### src/rtl/conv_sa_pe_gen.sv
// conv_sa_pe_gen: systolic PE packing NPACK weight lanes against one shared activation.
// Optional macro CONV_SA_PE_SAT_EN: saturating psum narrowing plus per-lane out_sat flags.
module conv_sa_pe_gen #(
  parameter int DW     = 8,
  parameter int NPACK  = 2,
  parameter int ACC_W  = 24,
  parameter int PSUM_W = 19
) (
  input  logic                    clk,
  input  logic                    rst,
  input  logic [NPACK*DW-1:0]     in_w,
  input  logic [DW-1:0]           in_x,
  input  logic                    in_mode,
  input  logic [NPACK*PSUM_W-1:0] in_psum,
  input  logic                    in_en,
  input  logic                    in_rst,
  input  logic                    in_flush,
  output logic [NPACK*DW-1:0]     out_w,
  output logic [DW-1:0]           out_x,
  output logic                    out_mode,
  output logic [NPACK*PSUM_W-1:0] out_psum,
  output logic                    out_en,
  output logic                    out_rst,
  output logic                    out_flush
`ifdef CONV_SA_PE_SAT_EN
  ,
  output logic [NPACK-1:0]        out_sat
`endif
);

  logic [NPACK-1:0][2*DW-1:0]   prod_s;
  logic [NPACK-1:0][2*DW-1:0]   prod_r;
  logic                         mode2_r;
  logic [NPACK-1:0][ACC_W-1:0]  acc_r;
  logic [NPACK-1:0][PSUM_W-1:0] narrow_s;

  // Operands get one extra bit so a single signed multiplier covers both modes
  function automatic logic [2*DW-1:0] lane_mul(input logic [DW-1:0] a, input logic [DW-1:0] b,
                                               input logic sgn);
    logic signed [2*DW+1:0] a_e;
    logic signed [2*DW+1:0] b_e;
    logic signed [2*DW+1:0] p;
    a_e = (2*DW+2)'($signed({sgn & a[DW-1], a}));
    b_e = (2*DW+2)'($signed({sgn & b[DW-1], b}));
    p   = a_e * b_e;
    return p[2*DW-1:0];
  endfunction

  function automatic logic [ACC_W-1:0] prod_ext(input logic [2*DW-1:0] p, input logic sgn);
    logic [ACC_W-1:0] r;
    if (sgn) r = ACC_W'($signed(p));
    else     r = ACC_W'(p);
    return r;
  endfunction

`ifdef CONV_SA_PE_SAT_EN
  localparam logic [ACC_W-1:0] UMAX_C = ACC_W'({PSUM_W{1'b1}});
  localparam logic [ACC_W-1:0] SMAX_C = ACC_W'({(PSUM_W-1){1'b1}});
  localparam logic [ACC_W-1:0] SMIN_C = ~SMAX_C;

  logic                         acc_mode_r;
  logic [NPACK-1:0]             sat_s;

  // Returns {clamped, value}; the lane's range follows the last accumulated mode
  function automatic logic [PSUM_W:0] narrow(input logic [ACC_W-1:0] a, input logic sgn);
    logic [PSUM_W:0] r;
    if (sgn) begin
      if ($signed(a) > $signed(SMAX_C))      r = {1'b1, SMAX_C[PSUM_W-1:0]};
      else if ($signed(a) < $signed(SMIN_C)) r = {1'b1, SMIN_C[PSUM_W-1:0]};
      else                                   r = {1'b0, a[PSUM_W-1:0]};
    end else begin
      if (a > UMAX_C) r = {1'b1, UMAX_C[PSUM_W-1:0]};
      else            r = {1'b0, a[PSUM_W-1:0]};
    end
    return r;
  endfunction
`endif

  // Per-lane products from stage-1 registers and narrowed accumulator views
  always_comb begin
    prod_s   = '0;
    narrow_s = '0;
`ifdef CONV_SA_PE_SAT_EN
    sat_s    = '0;
`endif
    for (int k = 0; k < NPACK; k++) begin
      prod_s[k] = lane_mul(out_w[k*DW +: DW], out_x, out_mode);
`ifdef CONV_SA_PE_SAT_EN
      {sat_s[k], narrow_s[k]} = narrow(acc_r[k], acc_mode_r);
`else
      narrow_s[k] = acc_r[k][PSUM_W-1:0];
`endif
    end
  end

  // Stage 1 pass-through registers and stage 2 product registers
  always_ff @(posedge clk or posedge rst) begin
    if (rst) begin
      out_w     <= '0;
      out_x     <= '0;
      out_mode  <= 1'b0;
      out_en    <= 1'b0;
      out_rst   <= 1'b0;
      out_flush <= 1'b0;
      prod_r    <= '0;
      mode2_r   <= 1'b0;
    end else begin
      out_w     <= in_w;
      out_x     <= in_x;
      out_mode  <= in_mode;
      out_en    <= in_en;
      out_rst   <= in_rst;
      out_flush <= in_flush;
      prod_r    <= prod_s;
      mode2_r   <= out_mode;
    end
  end

  // Stage 3: accumulate, save-and-clear into the psum chain, or shift the chain
  always_ff @(posedge clk or posedge rst) begin
    if (rst) begin
      acc_r    <= '0;
      out_psum <= '0;
`ifdef CONV_SA_PE_SAT_EN
      acc_mode_r <= 1'b0;
      out_sat    <= '0;
`endif
    end else begin
      for (int k = 0; k < NPACK; k++) begin
        if (in_rst) begin
          out_psum[k*PSUM_W +: PSUM_W] <= narrow_s[k];
          acc_r[k]                     <= '0;
        end else begin
          if (in_en) acc_r[k] <= acc_r[k] + prod_ext(prod_r[k], mode2_r);
          else       acc_r[k] <= acc_r[k];
          if (in_flush) out_psum[k*PSUM_W +: PSUM_W] <= in_psum[k*PSUM_W +: PSUM_W];
          else          out_psum[k*PSUM_W +: PSUM_W] <= out_psum[k*PSUM_W +: PSUM_W];
        end
      end
`ifdef CONV_SA_PE_SAT_EN
      if (in_rst) begin
        out_sat    <= sat_s;
        acc_mode_r <= acc_mode_r;
      end else if (in_en) begin
        out_sat    <= out_sat;
        acc_mode_r <= mode2_r;
      end else begin
        out_sat    <= out_sat;
        acc_mode_r <= acc_mode_r;
      end
`endif
    end
  end

endmodule

### config.mk
export PLATFORM = sky130hd
export DESIGN_NAME = conv_sa_pe_gen
export DESIGN_NICKNAME = d
export VERILOG_FILES = /design/src/rtl/conv_sa_pe_gen.sv
export SDC_FILE = /design/constraint.sdc
export NUM_CORES = 1
export LEC_CHECK = 0
export CORE_MARGIN = 10
export CORE_UTILIZATION = 26
export CTS_CLUSTER_SIZE = 16
export DETAILED_ROUTE_END_ITERATION = 6
export PLACE_DENSITY_LB_ADDON = 0.08
export REMOVE_ABC_BUFFERS = 1
export SYNTH_ARGS = -nofsm -noshare
export SYNTH_HDL_FRONTEND = slang
export SYNTH_SLANG_ARGS = --single-unit
### constraint.sdc
create_clock -name clk -period 7.3 [get_ports clk]
set_input_delay 0.73 -clock clk [delete_from_list [all_inputs] [get_ports clk]]
set_output_delay 0.73 -clock clk [all_outputs]
set_load 0.02 [all_outputs]
---- After elaboration in Yosys (flattened, before gate mapping) ----
Index checks and enable logic that the tools add are counted.
operators by class
  reductions and logical operators ........ 2
  add/subtract/negate cells ............... 2
  mux-type cells .......................... 14
  $mul .................................... 2
  bitwise operators ....................... 3
operator list
  cell                                          count
  24-bit two-way mux                            10
  19-bit two-way mux                            4
  24-bit adder                                  2
  9-bit by 9-bit multiplier with 16-bit output  2
  2-bit nonzero test                            2
  1-bit AND                                     3
storage, ports and cells
  input bits .............................. 68
  output and inout port bits .............. 66
  word-level logic and storage cells ...... 35
  bits in registers ....................... 147

---- Longest topological paths before layout ----
Gate-level depths: netlist (run 1).
  depth in word-level cells ............... 6
  gate-level depth with buffers ........... 21
  gate-level depth less buffers ........... 20

---- Worst setup path before layout (run 1) ----
OpenSTA, ideal clock, no wires.
  kind .................................... register to register
  start point ............................. reg out_x[7]
  end point ............................... reg prod_r[31] (netlist name)
  stages on the path, launching flop included .. 19
  path slack .............................. 2.140 ns
  arrival ................................. 5.034 ns
  clock period less this slack ............ 5.160 ns
  path buffers ............................ 1
  required time ........................... 7.175 ns
  library setup time ...................... 0.125 ns
  cell sequence ........................... dfrtp_1 > clkbuf_1 > nand2_1 > or2_2 > fa_1 > fa_1 > inv_1 > fa_1 > fa_1 > inv_1 > fa_1 > inv_1 > ha_1 > o21ai_0 > a21boi_0 > o21ai_0 > a21oi_1 > a31oi_1 > xnor2_1
RTL lines
  element                   RTL line  source
  start: declaration        19        output logic [DW-1:0] out_x,
  start signal: assignment  109       out_x <= in_x;
  end signal: assignment    114       prod_r <= prod_s;
  end: declaration          32        logic [NPACK-1:0][2*DW-1:0] prod_r;

==> qor_table.md, run 1 <==
| Result | Reported | Unit |
|---|---|---|
| R2R Path Start | out_mode$_DFF_PP0_ | - |
| Post-layout minimum cycle time | 5360 | ps |
| Routed wire per std cell | 15.5 | µm |
| Worst endpoint data arrival time | 5750 | ps |
| Cell-by-cell listing of the critical path | nand2_1 > buf_4 > or2_2 > fa_1 > fa_1 > inv_1 > fa_1 > fa_1 > inv_1 > fa_1 > inv_1 > ha_1 > o21ai_0 > a21boi_0 > o21ai_0 > a21oi_1 > a31oi_1 > xnor2_1 | - |
| Leading cell types in the layout, fill and taps excluded | sky130_fd_sc_hd__inv_1 (164), sky130_fd_sc_hd__dfrtp_1 (137), sky130_fd_sc_hd__clkdlybuf4s50_1 (130), sky130_fd_sc_hd__fa_1 (128), sky130_fd_sc_hd__nand2_1 (125) | - |
| Cell at the root of the clock tree | sky130_fd_sc_hd__clkbuf_16 | - |
| Number of logic stages on the critical path including buffering | 18 | - |
| Number of rows in the core area | 78 | - |
| Startpoint type of the worst setup path | flop | - |
| Total of endpoints with negative setup slack in the final report | 0 | - |
| Maximum cell stage delay along the critical path | 550 | ps |
| Combinational power share | 0.571 | - |
| Detailed-route via count | 8,410 | - |
| Vertical die dimension | 234 | µm |
| Most common cell after layout, fill and taps aside | sky130_fd_sc_hd__inv_1 | - |
| Synthesis-stage register bit count | 137 | - |
| Most prevalent standard cell on the critical path | sky130_fd_sc_hd__fa_1 | - |
| H-tree depth reported by CTS | 4 | - |
| Average cell area after synthesis | 9.89 | µm² |
| Overall overflow remaining after global route | 0 | - |
| Number of global-route vias before repair | 9,313 | - |
| Count of antenna-violating nets left after detailed routing | 0 | - |
| TritonCTS clock tree | built | - |
| Final wirelength | 30,000 | µm |
| First-pass iteration count of the detailed router | 4 | - |
| Worst skew pair latency | 480 | ps |
| Drt initial violations | 303 | - |
| Unique masters post-synth | 56 | - |
| Terminating pin of the worst hold path | out_psum[14]$_DFFE_PP0P_ | - |
| Starting Density | 0.263 | - |
| Hold crit path type | reg -> reg | - |
| Fraction of the yosys area taken by sequential cells | 0.287 | - |
| Total Negative Setup Slacks | 0 | ps |
| Status | finished clean | - |
| Flop pwr share | 0.241 | - |
| Clock Skew | 14.7 | ps |
| Kind of cell with the highest combined delay on the critical path | adder cells | - |
| Antenna Cells | 0 | - |
| Synthesized cell area | 12,000 | µm² |
| Crit path buffers/inverters | 4 | - |
| Die X | 234 | µm |
| Number of buffers inserted by port buffering | 133 | - |
| RePlAce Congestion | 0.761 | - |
| CP max-delay cell | sky130_fd_sc_hd__fa_1 | - |
| Clock power frac | 0.188 | - |
| P_leak | 6.87 | nW |
| Area taken by flip-flops and latches | 3430 | µm² |
| Number of buffers on the longest clock path | 2 | - |
| Cts hold-fix bufs | 0 | - |
| Number of failing hold endpoints at the final stage | 0 | - |
| Fmax achieved | 186 | MHz |
| Fin crit share | 0.735 | - |
| FF-to-FF path depth | 18 | - |
| Area added between synthesis and finish | 21.3 | % |
| Total of warnings raised by yosys | 0 | - |
| Post-CTS resize count | 0 | - |
| Number of sinks driven by the clock tree | 137 | - |
| Internal | 0.00274 | W |
| Critical Path End Type | flop | - |
| Total number of nets in the final design | 1,621 | - |
| Start point of the worst min-delay path | acc_r[14]$_DFFE_PP0P_ | - |
| Endpoint of the lowest-slack register-to-register path | prod_r[31]$_DFF_PP0_ | - |
| Largest fanout on the critical path | 16 | - |
| HPWL after detailed placement | 22,700 | µm |
| Footprint of the multi-input gates | 7720 | µm² |
| Number of instances in the synthesized netlist | 1,208 | - |
| Number of cells traversed by the worst hold path | 2 | - |
| Area of the core | 45,400 | µm² |
| Drt drc | 0 | - |
| Global-route usage over all layers | 0.118 | - |
| Normalized max-slew margin | 0.330 | - |
| Switching power | 0.00201 | W |
| Setup repair after global routing missed its margin | false | - |
| Power density of the placed cells | 328 | nW/µm² |
| Max-slew violation total from the final report | 0 | - |
| Post-CTS setup buffer count | 0 | - |
| Worst EP required | 7690 | ps |
| Max-capacitance violation count | 0 | - |
| TritonCTS buffer count | 17 | - |
| Worst setup slack for register-to-register paths | 1940 | ps |
| Fill count | 4,788 | - |
| Number of top-level pins | 134 | - |
| Final core area utilization | 0.319 | - |
| Setup ws final | 1940 | ps |
| Proportion of layout cells with a drive suffix above 1 | 0.0427 | - |
| Post-synth top flop | sky130_fd_sc_hd__dfrtp_1 | - |
| Wire length of the first global-routing pass | 50,200 | µm |
| Full die area | 54,900 | µm² |
| Measured slew at the worst slew-check pin | 1010 | ps |
| Net switching fraction of the power | 0.422 | - |
| Crit. Startpoint | out_mode$_DFF_PP0_ | - |
| Clock-pin transition on the worst setup and hold timing paths | 70 | ps |
| FFs w/ async S/R, synth | 1.00 | - |
| DP Worst Slack | 1910 | ps |
| Detail-routed via count per cell | 4.34 | - |
| Peak supply drop | 0.153 | mV |
| Maximum number of pins on one net before global-route repair | 78 | - |
| Number of synthesized flops with an enable pin | 0 | - |
| Initial antenna violation count | 0 | - |
| Critical path class | reg -> reg | - |
==> power groups by stage <==
stage               Combinational, W  Sequential, W  Clock, W
floorplan                    0.00201        0.00117         0
global placement             0.00275        0.00116         0
detailed placement           0.00273        0.00116         0
CTS                          0.00277        0.00115  0.000937
global route                 0.00315        0.00118  0.000969
finish                       0.00271        0.00115  0.000893
==> Yosys cell counts (4+ instances only) <==
master                       n  area share
sky130_fd_sc_hd__nand3_1     9      0.0038
sky130_fd_sc_hd__a21oi_1    37       0.015
sky130_fd_sc_hd__and2_1     79       0.041
sky130_fd_sc_hd__nand4b_1    4      0.0029
sky130_fd_sc_hd__nand2_1   125       0.039
sky130_fd_sc_hd__nor2_1     66       0.021
sky130_fd_sc_hd__nor3_1     14      0.0059
sky130_fd_sc_hd__o21ai_1     6      0.0025
sky130_fd_sc_hd__o22ai_1     7      0.0037
sky130_fd_sc_hd__nor2b_1     8      0.0042
sky130_fd_sc_hd__or2_2       5      0.0026
sky130_fd_sc_hd__dfrtp_1   137        0.29
sky130_fd_sc_hd__xor2_1     14       0.010
sky130_fd_sc_hd__and3_1      7      0.0037
sky130_fd_sc_hd__o311ai_1    4      0.0029
sky130_fd_sc_hd__ha_1      102        0.11
sky130_fd_sc_hd__o21a_1      6      0.0038
sky130_fd_sc_hd__clkbuf_1   36       0.011
sky130_fd_sc_hd__nand2b_1   12      0.0063
sky130_fd_sc_hd__mux2i_1    58       0.049
sky130_fd_sc_hd__o21ai_0    60       0.025
sky130_fd_sc_hd__a21o_1     12      0.0075
sky130_fd_sc_hd__xnor2_1    45       0.033
sky130_fd_sc_hd__inv_1     165       0.052
sky130_fd_sc_hd__buf_1       4      0.0013
sky130_fd_sc_hd__a211oi_1   10      0.0063
sky130_fd_sc_hd__fa_1      128        0.21
==> layer usage <==
| metal | share of wire | GRT usage |
|---|---|---|
| met1 | 0.48 | 0.154 |
| met2 | 0.44 | 0.178 |
| met3 | 0.066 | 0.0418 |
| met4 | 0.014 | 0.0375 |
| met5 | 0 | 0 |
==> registers in the layout (all words and copies together), names as in the netlist <==
signal	cells
out_mode	1
acc_r	38
out_x	8
prod_r	32
out_psum	38
out_en	1
out_rst	1
mode2_r	1
out_flush	1
out_w	16
==> per-stage QoR <==
stage          instance area, µm²  hold slack, ps  instances  power (W)
3_3_place_gp                13900             509       1904    0.00391
5_1_grt                     14500             561       1936    0.00530
3_5_place_dp                13900             508       1904    0.00389
4_1_cts                     14500             528       1936    0.00485
6_report                    14500             520       1936    0.00475
2_1_floorplan               11800             465       1164    0.00318
==> worst min-delay path: stages, from the launching register on <==
cell,delay [ps]
sky130_fd_sc_hd__dfrtp_1,370
sky130_fd_sc_hd__nand2_1,50
sky130_fd_sc_hd__o21ai_0,60
==> logic make-up after synthesis <==
logic type / synth area share
buf+inv: 0.0668
compound gates: 0.0930
fa+ha+maj: 0.321
flops: 0.287
mux: 0.0486
xor+xnor: 0.0432
simple gates: 0.140
==> how the worst max path moves through the flow <==
stage,to
6_report,prod_r[31]$_DFF_PP0_
5_1_grt,prod_r[31]$_DFF_PP0_
4_1_cts,prod_r[31]$_DFF_PP0_
3_5_place_dp,prod_r[31]$_DFF_PP0_
3_3_place_gp,prod_r[31]$_DFF_PP0_
2_1_floorplan,prod_r[31]$_DFF_PP0_
==> area by class of cell <==
type / count / share of cell area
Timing Repair Buffer: 140 / 0.0946
Clock inverter: 12 / 0.00958
Multi-Input combinational cell: 862 / 0.533
Tap cell: 600 / 0.0518
Clock buffer: 20 / 0.0315
Inverter: 165 / 0.0431
Sequential cell: 137 / 0.237
No activity file was read; power rests on OpenSTA's default activity.
==> run 2, diff against run 1 <==
- clock period: 7.3 -> 5.3 ns (I/O delays scaled with it)
==> run 2 against run 1 <==
Effect of this change: fmax increased by 8.6%; clock skew decreased by 2.6 ps; flip-flop and latch count unchanged; combinational power increased by 40%; routed wire length increased by 2.3%; die area unchanged; global-route usage about the same; clock power increased by 30%; largest power group unchanged.
==> qor_table.md, run 2 (same netlist as run 1, synthesis figures left out) <==
| Result | Reported | Unit | vs previous |
|---|---|---|---|
| Final wirelength | 30,700 | µm | +2.3% |
| RePlAce Congestion | 0.792 | - | +4.0% |
| Max-slew violation total from the final report | 0 | - | unchanged |
| Antenna Cells | 0 | - | unchanged |
| Total of endpoints with negative setup slack in the final report | 0 | - | unchanged |
| Most prevalent standard cell on the critical path | sky130_fd_sc_hd__fa_1 | - |  |
| Clock-pin transition on the worst setup and hold timing paths | 60 | ps | about the same |
| Clock Skew | 12.1 | ps | -2.63 ps |
| Die X | 234 | µm | unchanged |
| Initial antenna violation count | 0 | - | unchanged |
| Biggest registers after layout | acc_r (38), out_psum (38), prod_r (32) | - |  |
| Overall overflow remaining after global route | 0 | - | unchanged |
| TritonCTS buffer count | 17 | - | unchanged |
| Pwr Total | 0.00651 | W | +37% |
| Net switching fraction of the power | 0.425 | - | +0.00318 |
| Worst EP required | 5670 | ps | -2020 ps |
| DP Worst Slack | 178 | ps | -1730 ps |
| H-tree depth reported by CTS | 4 | - | unchanged |
| Vertical die dimension | 234 | µm | unchanged |
| Number of failing hold endpoints at the final stage | 0 | - | unchanged |
| TritonCTS clock tree | built | - |  |
| Number of buffers inserted by port buffering | 133 | - | unchanged |
| Cell-by-cell listing of the critical path | buf_4 > and2_1 > nand2_1 > fa_1 > inv_1 > fa_1 > fa_1 > fa_1 > inv_1 > fa_1 > inv_1 > ha_1 > o21ai_0 > a21boi_1 > o21ai_0 > a21oi_1 > buf_4 > xor2_1 | - |  |
| Kind of cell with the highest combined delay on the critical path | adder cells | - |  |
| Maximum cell stage delay along the critical path | 530 | ps | -20 ps |
| Setup repair after global routing missed its margin | false | - |  |
| Number of top-level pins | 134 | - | unchanged |
| Post-layout minimum cycle time | 4940 | ps | -426 ps |
| Startpoint type of the worst setup path | flop | - |  |
| Global-route usage over all layers | 0.118 | - | +0.000337 |
| Drt initial violations | 386 | - | +27% |
| Starting Density | 0.263 | - | unchanged |
| Area of the core | 45,400 | µm² | unchanged |
| P_leak | 6.95 | nW | +1.3% |
| Flop pwr share | 0.240 | - | about the same |
| Total number of nets in the final design | 1,643 | - | +1.4% |
| Maximum number of pins on one net before global-route repair | 76 | - | -2.6% |
| Power density of the placed cells | 446 | nW/µm² | +36% |
| Drt drc | 0 | - | unchanged |
| Total Negative Setup Slacks | 0 | ps | unchanged |
| Fin crit share | 0.932 | - | +0.197 |
| Setup ws final | 361 | ps | -1570 ps |
| Crit path buffers/inverters | 5 | - | +1 |
| Routed wire per std cell | 15.7 | µm | +1.2% |
| Most common cell after layout, fill and taps aside | sky130_fd_sc_hd__inv_1 | - |  |
| Combinational power share | 0.582 | - | +0.011 |
| Detailed-route via count | 8,417 | - | +0.083% |
| Detail-routed via count per cell | 4.30 | - | -1.0% |
| First-pass iteration count of the detailed router | 4 | - | unchanged |
| Number of rows in the core area | 78 | - | unchanged |
| Largest fanout on the critical path | 10 | - | -6 |
| Switching power | 0.00277 | W | +38% |
| Number of sinks driven by the clock tree | 137 | - | unchanged |
| Internal | 0.00374 | W | +36% |
| Final non-filler cell total | 1,958 | - | +1.1% |
| Total instance count after detailed placement | 1,925 | - | +1.1% |
| Number of buffers on the longest clock path | 2 | - | unchanged |
| Clock power frac | 0.178 | - | -0.010 |
| Critical path class | reg -> reg | - |  |
| Normalized max-slew margin | 0.514 | - | +0.184 |
| Hold crit path type | in -> reg | - |  |
| Cts hold-fix bufs | 0 | - | unchanged |
| HPWL after detailed placement | 23,700 | µm | +4.6% |
| Worst setup slack for register-to-register paths | 360 | ps | -1570 ps |
| Critical Path End Type | flop | - |  |
| Count of antenna-violating nets left after detailed routing | 0 | - | unchanged |
| Leading cell types in the layout, fill and taps excluded | sky130_fd_sc_hd__inv_1 (164), sky130_fd_sc_hd__dfrtp_1 (137), sky130_fd_sc_hd__clkdlybuf4s50_1 (130), sky130_fd_sc_hd__fa_1 (128), sky130_fd_sc_hd__nand2_1 (125) | - |  |
| Fmax achieved | 202 | MHz | +8.6% |
| Worst skew pair latency | 460 | ps | -20 ps |
| Worst Hold Margin | 506 | ps | -13.6 ps |
| Cell at the root of the clock tree | sky130_fd_sc_hd__clkbuf_16 | - |  |
| Worst endpoint data arrival time | 5310 | ps | -440 ps |
| Proportion of layout cells with a drive suffix above 1 | 0.0574 | - | +0.0148 |
| Number of global-route vias before repair | 9,183 | - | -1.4% |
| Full die area | 54,900 | µm² | unchanged |
| Status | finished clean | - |  |
| Area added between synthesis and finish | 22.3 | % |  |
| Max-capacitance violation count | 0 | - | unchanged |
| Peak supply drop | 0.213 | mV | +39% |
| Wire length of the first global-routing pass | 50,500 | µm | +0.52% |
| Measured slew at the worst slew-check pin | 729 | ps | -276 ps |
| CP max-delay cell | sky130_fd_sc_hd__fa_1 | - |  |
-- run 2: timing repair --
action                                  4_1_cts  5_1_grt
endpoints found under the hold margin         0        0
gates resized for setup                       0        6
endpoints found under the setup margin        0        5
setup buffers                                 0        1
-- run 2: path summary, 6_finish.rpt --
check,start,to,cells after the start
max in group asynchronous,rst,out_w[11]$_DFF_PP0_,3
hold reg to reg,acc_r[18]$_DFFE_PP0P_,out_psum[18]$_DFFE_PP0P_,2
hold / removal,in_x[1],out_x[1]$_DFF_PP0_,1
min in group asynchronous,rst,out_psum[20]$_DFFE_PP0P_,2
setup / recovery,out_mode$_DFF_PP0_,prod_r[13]$_DFF_PP0_,18
setup reg to reg,out_mode$_DFF_PP0_,prod_r[13]$_DFF_PP0_,18
-- run 2: power by group through the flow --
stage	logic (W)	registers [W]	clock network, W
2_1_floorplan	0.00277	0.00161	0
3_3_place_gp	0.00382	0.00158	0
3_5_place_dp	0.00380	0.00158	0
4_1_cts	0.00385	0.00156	0.00122
5_1_grt	0.00439	0.00160	0.00126
6_report	0.00379	0.00156	0.00116
-- run 2: worst register-to-register path, delay by kind of cell (launching register included) --
| kind | cells | cell delay (ps) |
|---|---|---|
| adders and majority gates | 6 | 2820 |
| and+or+nand+nor | 2 | 390 |
| AOI/OAI and AO/OA | 4 | 660 |
| xor gates and xnor gates | 1 | 180 |
| DFF | 1 | 340 |
| buffers and inverters | 5 | 460 |
-- run 2: metrics by stage --
stage	utilization	area (µm²)
2_1_floorplan	-	11800
3_3_place_gp	0.310	14100
3_5_place_dp	0.310	14100
4_1_cts	0.322	14600
5_1_grt	0.322	14600
6_report	0.322	14600
-- run 2: layer usage --
layer / routed length (µm) / track usage / up-vias
li1: - / - / 4198
met1: 15400 / 0.161 / 4063
met2: 13100 / 0.175 / 131
met3: 1740 / 0.0380 / 25
met4: 414 / 0.0354 / 0
met5: 0 / 0 / -
-- run 2: layout make-up --
cell class | count | area [µm²]
timing repair buffer | 162 | 1540
tap | 600 | 751
multi-input combinational | 862 | 7730
fill | 4747 | 30800
clock buffer | 22 | 454
inverter | 165 | 624
sequential | 137 | 3430
clock inverter | 10 | 93.8
